==> config.mk <==
export PLATFORM = sky130hd
export DESIGN_NAME = decode_ctrl_stage
export DESIGN_NICKNAME = d
export VERILOG_FILES = /design/src/rtl/decode_ctrl_stage.sv
export SDC_FILE = /design/constraint.sdc
export NUM_CORES = 1
export LEC_CHECK = 0
export BUFFER_PORTS_ARGS = -buffer_cell sky130_fd_sc_hd__buf_2
export CAP_MARGIN = 20
export CORE_MARGIN = 4
export CORE_UTILIZATION = 37
export DETAILED_ROUTE_END_ITERATION = 10
export PLACE_DENSITY = 0.74
export SLEW_MARGIN = 10
export SYNTH_ARGS = -nofsm -noshare
export SYNTH_HDL_FRONTEND = slang
export SYNTH_SLANG_ARGS = --single-unit
==> constraint.sdc <==
create_clock -name CLK -period 0.9 [get_ports CLK]
set_clock_uncertainty 0.05 [all_clocks]
set_input_delay 0.09 -clock CLK [delete_from_list [all_inputs] [get_ports CLK]]
set_output_delay 0.09 -clock CLK [all_outputs]
set_load 0.02 [all_outputs]
==> src/rtl/decode_ctrl_stage.sv <==
// rtl/decode_ctrl_stage.sv - Decode-stage control decoder and D->E control pipeline register
`timescale 1ns/1ps

module decode_ctrl_stage #(
   parameter int INSTR_W = 32
) (
   input  logic               CLK,
   input  logic               Reset,
   input  logic [INSTR_W-1:0] InstrD,
   input  logic               InstrValidD,
   input  logic               StallE,
   input  logic               FlushE,
   output logic [1:0]         ImmSrcD,
   output logic [1:0]         RegSrcD,
   output logic [3:0]         CondE,
   output logic [1:0]         FlagWE,
   output logic               PCSE,
   output logic               RegWE,
   output logic               MemWE,
   output logic               MemtoRegE,
   output logic               ALUSrcE,
   output logic [1:0]         ALUControlE,
   output logic               BranchE,
   output logic [3:0]         RdE,
   output logic               ValidE,
   output logic               UndefE
);

   localparam logic [1:0] OP_DP     = 2'b00;
   localparam logic [1:0] OP_MEM    = 2'b01;
   localparam logic [1:0] OP_BRANCH = 2'b10;

   localparam logic [3:0] CMD_AND = 4'b0000;
   localparam logic [3:0] CMD_SUB = 4'b0010;
   localparam logic [3:0] CMD_ADD = 4'b0100;
   localparam logic [3:0] CMD_CMP = 4'b1010;
   localparam logic [3:0] CMD_ORR = 4'b1100;

   localparam logic [1:0] ALU_ADD = 2'b00;
   localparam logic [1:0] ALU_SUB = 2'b01;
   localparam logic [1:0] ALU_AND = 2'b10;
   localparam logic [1:0] ALU_ORR = 2'b11;

   // Instruction fields (fixed 32-bit positions)
   logic [3:0] cond_f;
   logic [1:0] op_f;
   logic [5:0] funct_f;
   logic [3:0] cmd_f;
   logic       s_f;
   logic [3:0] rd_f;

   assign cond_f  = InstrD[31:28];
   assign op_f    = InstrD[27:26];
   assign funct_f = InstrD[25:20];
   assign cmd_f   = funct_f[4:1];
   assign s_f     = funct_f[0];
   assign rd_f    = InstrD[15:12];

   // Operand-register and immediate bits are consumed by the datapath, not here
   logic unused_instr_bits;
   assign unused_instr_bits = ^{InstrD[19:16], InstrD[11:0]};

   // Decoded control for the instruction currently in D
   logic [1:0] dec_flagw;
   logic       dec_pcs;
   logic       dec_regw;
   logic       dec_memw;
   logic       dec_memtoreg;
   logic       dec_alusrc;
   logic [1:0] dec_aluctl;
   logic       dec_branch;
   logic       dec_undef;
   logic [1:0] dec_immsrc;
   logic [1:0] dec_regsrc;
   logic       dec_arith;

   // E-stage pipeline register state and next-state
   logic [3:0] cond_q,     cond_d;
   logic [1:0] flagw_q,    flagw_d;
   logic       pcs_q,      pcs_d;
   logic       regw_q,     regw_d;
   logic       memw_q,     memw_d;
   logic       memtoreg_q, memtoreg_d;
   logic       alusrc_q,   alusrc_d;
   logic [1:0] aluctl_q,   aluctl_d;
   logic       branch_q,   branch_d;
   logic [3:0] rd_q,       rd_d;
   logic       valid_q,    valid_d;
   logic       undef_q,    undef_d;

   // Main decode plus ALU decode; undefined encodings drop every side effect
   always_comb begin
      dec_flagw    = 2'b00;
      dec_pcs      = 1'b0;
      dec_regw     = 1'b0;
      dec_memw     = 1'b0;
      dec_memtoreg = 1'b0;
      dec_alusrc   = 1'b0;
      dec_aluctl   = ALU_ADD;
      dec_branch   = 1'b0;
      dec_undef    = 1'b0;
      dec_immsrc   = 2'b00;
      dec_regsrc   = 2'b00;
      dec_arith    = 1'b0;

      case (op_f)
         OP_DP: begin
            dec_regw   = 1'b1;
            dec_alusrc = funct_f[5];
            case (cmd_f)
               CMD_ADD: begin
                  dec_aluctl = ALU_ADD;
                  dec_arith  = 1'b1;
               end
               CMD_SUB: begin
                  dec_aluctl = ALU_SUB;
                  dec_arith  = 1'b1;
               end
               CMD_AND: dec_aluctl = ALU_AND;
               CMD_ORR: dec_aluctl = ALU_ORR;
               CMD_CMP: begin
                  // Compare only exists for its flag effect, so S=0 has no meaning
                  dec_aluctl = ALU_SUB;
                  dec_arith  = 1'b1;
                  dec_regw   = 1'b0;
                  dec_undef  = ~s_f;
               end
               default: dec_undef = 1'b1;
            endcase
            dec_flagw = {s_f, s_f & dec_arith};
         end
         OP_MEM: begin
            dec_alusrc = 1'b1;
            dec_immsrc = 2'b01;
            dec_aluctl = ALU_ADD;
            if (funct_f[0]) begin
               dec_regw     = 1'b1;
               dec_memtoreg = 1'b1;
               dec_regsrc   = 2'b00;
            end else begin
               dec_memw   = 1'b1;
               dec_regsrc = 2'b10;
            end
         end
         OP_BRANCH: begin
            dec_branch = 1'b1;
            dec_alusrc = 1'b1;
            dec_immsrc = 2'b10;
            dec_regsrc = 2'b01;
            dec_aluctl = ALU_ADD;
         end
         default: dec_undef = 1'b1;
      endcase

      // Undefined slots keep cond/Rd for debug visibility but request nothing
      if (dec_undef) begin
         dec_regw     = 1'b0;
         dec_memw     = 1'b0;
         dec_branch   = 1'b0;
         dec_flagw    = 2'b00;
         dec_memtoreg = 1'b0;
         dec_alusrc   = 1'b0;
         dec_aluctl   = ALU_ADD;
      end

      // PC write must see the post-suppression RegW so CMP/undef never redirect
      dec_pcs = dec_branch | (dec_regw & (rd_f == 4'hF));
   end

   assign ImmSrcD = dec_immsrc;
   assign RegSrcD = dec_regsrc;

   // Next E contents: decoded bundle for a real instruction, else a bubble
   always_comb begin
      cond_d     = 4'h0;
      flagw_d    = 2'b00;
      pcs_d      = 1'b0;
      regw_d     = 1'b0;
      memw_d     = 1'b0;
      memtoreg_d = 1'b0;
      alusrc_d   = 1'b0;
      aluctl_d   = 2'b00;
      branch_d   = 1'b0;
      rd_d       = 4'h0;
      valid_d    = 1'b0;
      undef_d    = 1'b0;
      if (InstrValidD) begin
         cond_d     = cond_f;
         flagw_d    = dec_flagw;
         pcs_d      = dec_pcs;
         regw_d     = dec_regw;
         memw_d     = dec_memw;
         memtoreg_d = dec_memtoreg;
         alusrc_d   = dec_alusrc;
         aluctl_d   = dec_aluctl;
         branch_d   = dec_branch;
         rd_d       = rd_f;
         valid_d    = 1'b1;
         undef_d    = dec_undef;
      end
   end

   // E register: reset/flush load a bubble, flush beats stall, stall holds
   always_ff @(posedge CLK or posedge Reset) begin
      if (Reset) begin
         cond_q     <= 4'h0;
         flagw_q    <= 2'b00;
         pcs_q      <= 1'b0;
         regw_q     <= 1'b0;
         memw_q     <= 1'b0;
         memtoreg_q <= 1'b0;
         alusrc_q   <= 1'b0;
         aluctl_q   <= 2'b00;
         branch_q   <= 1'b0;
         rd_q       <= 4'h0;
         valid_q    <= 1'b0;
         undef_q    <= 1'b0;
      end else if (FlushE) begin
         cond_q     <= 4'h0;
         flagw_q    <= 2'b00;
         pcs_q      <= 1'b0;
         regw_q     <= 1'b0;
         memw_q     <= 1'b0;
         memtoreg_q <= 1'b0;
         alusrc_q   <= 1'b0;
         aluctl_q   <= 2'b00;
         branch_q   <= 1'b0;
         rd_q       <= 4'h0;
         valid_q    <= 1'b0;
         undef_q    <= 1'b0;
      end else if (!StallE) begin
         cond_q     <= cond_d;
         flagw_q    <= flagw_d;
         pcs_q      <= pcs_d;
         regw_q     <= regw_d;
         memw_q     <= memw_d;
         memtoreg_q <= memtoreg_d;
         alusrc_q   <= alusrc_d;
         aluctl_q   <= aluctl_d;
         branch_q   <= branch_d;
         rd_q       <= rd_d;
         valid_q    <= valid_d;
         undef_q    <= undef_d;
      end
   end

   assign CondE       = cond_q;
   assign FlagWE      = flagw_q;
   assign PCSE        = pcs_q;
   assign RegWE       = regw_q;
   assign MemWE       = memw_q;
   assign MemtoRegE   = memtoreg_q;
   assign ALUSrcE     = alusrc_q;
   assign ALUControlE = aluctl_q;
   assign BranchE     = branch_q;
   assign RdE         = rd_q;
   assign ValidE      = valid_q;
   assign UndefE      = undef_q;

endmodule

==> Word level (Yosys, flattened, before mapping) <==
Index checks and enable logic that the tools add are counted.
{ "classes": {"eq_ne": 8, "muxes": 61, "n_bitwise": 4, "reduce_logical": 6} }
{ "ops": {"columns": ["cell", "n"], "rows": [
  ["$mux W1", 37],
  ["$mux W4", 6],
  ["$mux W2", 11],
  ["$eq A4 B4 Y1 const B", 3],
  ["$pmux W1 S2", 4],
  ["$pmux W2 S2", 2],
  ["$pmux W2 S3", 1],
  ["$eq A4 B2 Y1 const B", 1],
  ["$eq A4 B3 Y1 const B", 1],
  ["$logic_not A4 Y1", 1],
  ["$reduce_or A2 Y1", 2],
  ["$reduce_or A4 Y1", 1],
  ["$reduce_or A3 Y1", 1],
  ["$and A1 B1 Y1", 2],
  ["$eq A2 B1 Y1 const B", 1],
  ["$eq A2 B2 Y1 const B", 1],
  ["$logic_not A2 Y1", 1],
  ["$ne A2 B1 Y1 const B", 1],
  ["$not A1 Y1", 1],
  ["$or A1 B1 Y1", 1]
]} }
{ "word_totals": {"ff_bits": 20, "input_bits": 37, "output_inout_bits": 24, "elab_cells": 91} }

==> Logic depth before layout (Yosys ltp) <==
Gate-level depths: netlist of the first run.
{ "logic_depth": {"word_depth": 10, "ltp_mapped": 6, "depth_no_buf": 6} }

==> Worst setup path before layout of the first run <==
Ideal clock, no wire load.
{ "synth_path": {"kind": "input -> register", "startpoint": "in InstrD[26]", "endpoint": "reg aluctl_q[0], in the netlist ALUControlE[0]", "setup_time_ps": 103, "arrival_ps": 1051, "t_required_ps": 747, "path_slack_ps": -304, "cell_stages": 6, "cell_sequence": "inv_1 ha_1 nand2b_1 a221oi_2 a21oi_2 o41ai_2"} }
{ "synth_via": {"elab_chain_cells": 7} }
{ "synth_lines": {"columns": ["element", "line_no", "text"], "rows": [
  ["start, declared", "9", "input logic [INSTR_W-1:0] InstrD,"],
  ["$eq A2 B1 Y1 / $eq A2 B2 Y1 (equally long branches)", "106", "case (op_f)"],
  ["$reduce_or A2 Y1 (no line)", null, null],
  ["$pmux W1 S2", "106", null],
  ["$mux W2 *", "156", "if (dec_undef) begin"],
  ["$mux W2 *", "187", "if (InstrValidD) begin"],
  ["$mux W2 *", "231", "end else if (!StallE) begin"],
  ["$mux W2 *", "218", "end else if (FlushE) begin"],
  ["end signal, assigned", "239", "aluctl_q <= aluctl_d;"],
  ["end, declared", "85", "logic [1:0] aluctl_q, aluctl_d;"]
]} }
Mark *: on every way between the ends. The rest lies on a longest branch, timed or not. The select of a mux whose other input is x is not followed.
A chain may end at the register's enable or synchronous reset.

==> Worst setup path after layout of the first run <==
{ "layout_path": {"startpoint": "reg pcs_q, in the netlist PCSE", "endpoint": "out PCSE"} }
{ "layout_rtl": {"columns": ["element", "line_no", "text"], "rows": [
  ["start, declared", "80", "logic pcs_q, pcs_d;"],
  ["start signal, assigned", "234", "pcs_q <= pcs_d;"],
  ["end, declared", "17", "output logic PCSE,"]
]} }
No word-level cell between the ends.

==> key figures, run 1 <==
Run status
  – Status: finished, violations left
  – Failing checks: setup timing

Cells and area
  – P&R area growth vs syn: 94.5%
  – Layout cells sized above 1: 58.9%
  – Commonest non-fill, non-tap cell in the layout: buf_6
  – Diodes inserted: 0
  – Non-filler cells in the finished layout: 205
  – Most frequent cells in the layout: 32 x buf_6, 27 x buf_4, 21 x buf_2, 19 x dfrtp_1, 11 x a22o_1
  – Final nets: 219

Worst setup path
  – R2R Path End: PCSE$_DFFE_PP0P_
  – Reg2reg path depth: 2
  – Reg-to-reg startpoint: PCSE$_DFFE_PP0P_
  – CP endpoint kind: primary output
  – Critical Path, Cell by Cell: buf_6 > buf_6
  – Cell seen most often among critical-path stages: buf_6
  – Setup CP Type: reg2out
  – CP arrival: 0.97 ns
  – Worst endpoint required time: 0.76 ns
  – CP startpoint kind: register
  – Worst path max stage delay: around 0.43 ns
  – R2R Setup Slk: -0.07 ns
  – Slowest-stage cell, CP: dfrtp_2
  – Worst-path fanout max: 2

Power
  – Power, Total: 2.00 mW
  – Power Dens Cells: 1050 nW/um^2
  – Total leakage power: between 0.9 and 1 nW
  – Worst vdd ir: 0.000881 V

Worst hold path
  – HP Start: InstrD[13]
  – Hold-critical path endpoint: RdE[1]$_DFFE_PP0P_
  – Worst Hold Class: in2reg
  – Hold Path Cell Cnt: 3

Synthesis
  – Synth Area in Compound Gates: 22.7%
  – Post-synth EDFFs: 0
  – Largest cells by area after synthesis: dfrtp_1 51%, a22o_1 9.9%, ha_1 7.7%
  – Dominant combinational cell family by area after synthesis: compound AO/OA/AOI/OAI gates
  – Synth async-reset ratio: 100%
  – Cell taking the most area after synthesis: dfrtp_1
  – Mux share of post-synthesis cell area: 0%
  – Post-synthesis simple-gate area fraction: a little over an eighth
  – Synth top area share: 51.3%
  – Mapped Nets: 130
  – Synth Area per Inst: between 10 and 15 um^2
  – Synth Area in Adders: 7.70%
  – Seq/Total Area, Yosys: approximately half
  – Synthesis-stage register bit count: 20
  – Top_reg_cell synth: dfrtp_1
  – Synthesized cell area: 975 um^2
  – Synth Instances: 87
  – Synth warn: 0
  – XOR/XNOR Fraction of Synth Area: less than 1%
  – Netlist cell types: 29

Timing
  – Fin crit share: 123%
  – Final setup viols: 25
  – Least-Margin Pin Slew: about 0.45 ns
  – Achievable Freq: ~900 MHz
  – Final worst setup slack: -0.208 ns
  – RSZ-0062 raised after global routing: yes
  – Rel. slew slack: 69.9%
  – Slew Viols, Final: 0
  – Number of hold violations in the final report: 0
  – Post-layout min period: 1.11 ns

Floorplanning
  – Num ports: 61
  – Die ar.: between 3000 and 4000 um^2
  – Die height: 59.3 um
  – Row count: 18
  – Starting density of the core: between 30 and 40%
  – Die Width: 59.3 um
  – Core area: 2500 um^2

Placement
  – Dpl cells: 180
  – Gp weighted congestion: ~0.8
  – Count of input and output buffers: 44
  – Post-place setup slack: -0.358 ns
  – DP HPWL: 2080 um

GRT
  – First-pass GRT wire length: 5110 um
  – Grt total ovfl: 0
  – Number of global-route vias before repair: roughly 1100
  – Total Routing Usage GR: between 10% and 20%
  – Largest net degree at the start of global routing: 21
  – Antenna violations before repair: 0

Clocking
  – CTS Root Buffer Type: clkbuf_4
  – CTS max path bufs: 2
  – Clock transition at the registers of the reported paths: about 0.12 ns
  – CTS H-tree depth: 1
  – # clock sinks: 20
  – CTS tree: yes
  – CTS Buf Count: 3
  – Worst-skew pair later-pin latency: 0.29 ns

Drt
  – Post-route DRC: 0
  – 1st-iter DRT viols: a little over 60
  – Via/cell ratio: 5.19
  – First-pass iteration count of the detailed router: 4
  – Routed Antenna Nets: 0
  – Wire per inst: ~17 um
  – Final WL: 3380 um
  – Via count: 1064

Run
  – Max-Cap Viols: 0
metal layers:
| metal | share of wire [%] | global-route usage, % | wire length [um] | vias up |
|---|---|---|---|---|
| met5 | 0 | 0 | 0 | - |
| met4 | 0.68 | 6.47 | 23 | 0 |
| met3 | 7.9 | 4.36 | 267 | 4 |
| met2 | 51 | 34.0 | 1740 | 47 |
| met1 | 40 | 23.4 | 1350 | 520 |
| li1 | - | - | - | 493 |
cell families (layout without fill, tap and decap cells):
logic type / Yosys count / after routing
AO/OA/AOI/OAI: 27 / 27
AND/OR/NAND/NOR: 24 / 24
flip-flops: 20 / 20
buffers and inverters: 9 / 97
adder cells (fa/ha/maj): 6 / 6
XOR/XNOR: 1 / 1
how the worst max path moves through the flow:
stage                     startpoint               endpoint  slack, ns  cells past startpoint
finish              PCSE$_DFFE_PP0P_                   PCSE      -0.21                      2
global route        PCSE$_DFFE_PP0P_                   PCSE      -0.24                      2
CTS                 PCSE$_DFFE_PP0P_                   PCSE      -0.21                      2
detailed placement        InstrD[27]  FlagWE[0]$_DFFE_PP0P_      -0.36                      7
global placement          InstrD[27]     UndefE$_DFFE_PP0P_      -0.32                      7
floorplan                 InstrD[27]     UndefE$_DFFE_PP0P_      -0.09                      6
through the flow:
step	hold slack, ns	TNS [ns]	util, %	cell area, um^2
after floorplan	0.00376	-0.471	-	1040
after global placement	0.0721	-3.82	58.0	1450
after detailed placement	0.106	-4.25	58.0	1450
after CTS	0.0628	-2.00	72.3	1810
after global routing	0.0625	-3.26	75.8	1900
final	0.0623	-2.17	75.8	1900
power breakdown:
part	switching, mW	leakage (nW)	internal [mW]
clock	0.281	0.0210	0.247
sequential	0.0204	0.273	0.923
combinational	0.248	0.677	0.280
cell usage after synthesis, types with 2 or more instances:
master	instances
dfrtp_1	20
a22o_1	11
nand2_1	9
ha_1	6
inv_1	5
o21ai_0	4
a21oi_1	3
nor2_1	3
nor2b_1	3
clkbuf_1	2
nand3_1	2
o41ai_1	2
sequential cells by signal, indices dropped and copies added (netlist names):
register     count
ALUControlE      2
ALUSrcE          1
BranchE          1
CondE            4
FlagWE           2
MemWE            1
MemtoRegE        1
PCSE             1
RdE              4
RegWE            1
UndefE           1
ValidE           1
layout make-up:
class,count,area [um^2]
Fill cell,170,604
Tap cell,30,37.5
Sequential cell,20,502
Multi-Input combinational cell,58,519
Inverter,5,42.5
Timing Repair Buffer,88,758
Clock buffer,4,36.3
what timing repair did:
action                                  in CTS  in global routing
endpoints found under the hold margin       26                  0
hold buffers                                 7                  0
setup buffers                               11                  4
cloned                                       0                  0
gates resized for setup                     53                 15
pin swaps                                    1                  7
endpoints found under the setup margin      29                 33
worst max-delay path, delay by kind of cell (launching register included):
family	cells	cell delay (ns)
buffers and inverters	2	0.23
DFF	1	0.43
(Power assumes the default switching activity.)
==> run 2: changes to the inputs <==
Settings changed: CORE_MARGIN 4 to default.
==> run 2 against run 1 <==
Against the previous run:
- the run still ends with setup timing left
- sequential share of layout area down 0.43 points
- count of clock-buffer cells in the layout unchanged
- fmax down 2.6%
- clock power about the same
- setup slack worse by 0.030 ns
- flip-flop and latch count unchanged
- critical endpoint is now PCSE$_DFFE_PP0P_
- largest cell class unchanged
==> key figures, run 2 (same netlist as run 1, synthesis figures left out) <==
GRT
  – Total Routing Usage GR: 23.6%
  – First-pass GRT wire length: 4720 um
  – Largest net degree at the start of global routing: 16
  – Number of global-route vias before repair: 1023
  – Antenna violations before repair: 0
  – Grt total ovfl: 0

Drt
  – Post-route DRC: 0
  – Via count: 1075
  – Via/cell ratio: 5.14
  – First-pass iteration count of the detailed router: 4
  – Wire per inst: 15.5 um
  – Final WL: 3240 um
  – Routed Antenna Nets: 0
  – 1st-iter DRT viols: 17

Timing
  – Slew Viols, Final: 0
  – Least-Margin Pin Slew: 0.399 ns
  – Achievable Freq: 879 MHz
  – Final hold slack: 0.111 ns
  – Final setup viols: 26
  – Final worst setup slack: -0.238 ns
  – Rel. slew slack: 73.2%
  – RSZ-0062 raised after global routing: yes
  – Post-layout min period: 1.14 ns
  – Number of hold violations in the final report: 0
  – Fin crit share: 126%

Power
  – Power Dens Cells: 1040 nW/um^2
  – Worst vdd ir: 0.000744 V
  – Total leakage power: a little under 1 nW

Clocking
  – CTS tree: yes
  – CTS Root Buffer Type: clkbuf_4
  – CTS H-tree depth: 1
  – Clock transition at the registers of the reported paths: roughly 0.11 ns
  – CTS Buf Count: 3
  – Worst-skew pair later-pin latency: 0.30 ns
  – # clock sinks: 20
  – CTS max path bufs: 2

Worst setup path
  – Setup CP Type: reg2reg
  – CP startpoint kind: register
  – CP arrival: 1.27 ns
  – Worst endpoint required time: 1.03 ns
  – Worst-path fanout max: 2
  – CP endpoint kind: register

Cells and area
  – Sequential Area: approximately 500 um^2
  – Most frequent cells in the layout: 32 x buf_4, 27 x buf_6, 21 x buf_2, 19 x dfrtp_1, 11 x a22o_1
  – Final nets: 223
  – Diodes inserted: 0
  – Fill cells: 152
  – P&R area growth vs syn: 97.7%
  – Layout cells sized above 1: 58.7%
  – Non-filler cells in the finished layout: 209
  – Area of the multi-input gates: 519 um^2
  – Commonest non-fill, non-tap cell in the layout: buf_4

Placement
  – Count of input and output buffers: 44
  – Gp weighted congestion: 0.768
  – DP HPWL: 1930 um
  – Dpl cells: 177
  – Post-place setup slack: -0.387 ns

Floorplanning
  – Die ar.: 2840 um^2
  – Die Width: 53.3 um
  – Row count: 18
  – Die height: 53.3 um
  – Num ports: 61
  – Starting density of the core: between 30 and 40%
  – Core area: 2480 um^2

Run status
  – Status: finished, violations left
  – Failing checks: setup timing

Run
  – Max-Cap Viols: 0

Worst hold path
  – Worst Hold Class: in2reg
[run 2: cell types whose count changed in the layout (fill, tap and decap cells not counted)]
cell,before,now
buf_6,32,27
o21ai_0,2,1
buf_4,27,32
dlygate4sd3_1,7,9
o21ai_1,2,3
buf_8,0,2
[run 2: power by group]
group	switching (mW)	internal, mW
Sequential	0.0192	0.923
Clock	0.280	0.247
Combinational	0.248	0.283
[run 2: path summary, 6_finish.rpt]
path,startpoint,end,slack (ns),cells after the start
worst max-delay path,PCSE$_DFFE_PP0P_,PCSE$_DFFE_PP0P_,-0.24,3
worst min-delay path,StallE,ValidE$_DFFE_PP0P_,0.11,3
worst max register to register,PCSE$_DFFE_PP0P_,PCSE$_DFFE_PP0P_,-0.24,3
worst min register to register,MemtoRegE$_DFFE_PP0P_,MemtoRegE$_DFFE_PP0P_,0.48,2
max in group asynchronous,Reset,PCSE$_DFFE_PP0P_,0.20,4
min in group asynchronous,Reset,FlagWE[1]$_DFFE_PP0P_,0.21,3
[run 2: timing repair]
item / 4_1_cts / 5_1_grt
pin swaps: 2 / 7
hold buffers: 9 / 0
resized for setup: 55 / 10
setup endpoints to repair: 26 / 31
hold endpoints to repair: 28 / 0
buffers inserted: 12 / 8
[run 2: per-stage QoR]
| stage | cell area, um^2 | utilization (%) | setup TNS, ns | total power [mW] |
|---|---|---|---|---|
| 2_1_floorplan | 1040 | - | -0.471 | 1.14 |
| 3_3_place_gp | 1440 | 58.1 | -3.97 | 1.33 |
| 3_5_place_dp | 1440 | 58.1 | -4.33 | 1.34 |
| 4_1_cts | 1830 | 74.0 | -2.06 | 1.96 |
| 5_1_grt | 1930 | 77.8 | -3.24 | 2.08 |
| 6_report | 1930 | 77.8 | -2.45 | 2.00 |
[run 2: layer usage]
metal	wire, um	GRT usage (%)
met5	0	0
met3	171	2.59
met4	49	11.0
met2	1750	44.4
met1	1280	25.8
[run 2: final cells by class]
cell class / count / area share, %
Sequential cell: 20 / 26.0
Multi-Input combinational cell: 58 / 26.9
Clock buffer: 4 / 1.88
Tap cell: 30 / 1.95
Inverter: 5 / 2.21
Timing Repair Buffer: 92 / 41.0
[run 2: critical path, cell delays in order (launching register included)]
cell,delay (ns)
dfrtp_2,0.44
buf_4,0.14
a222oi_1,0.27
o21ai_1,0.12
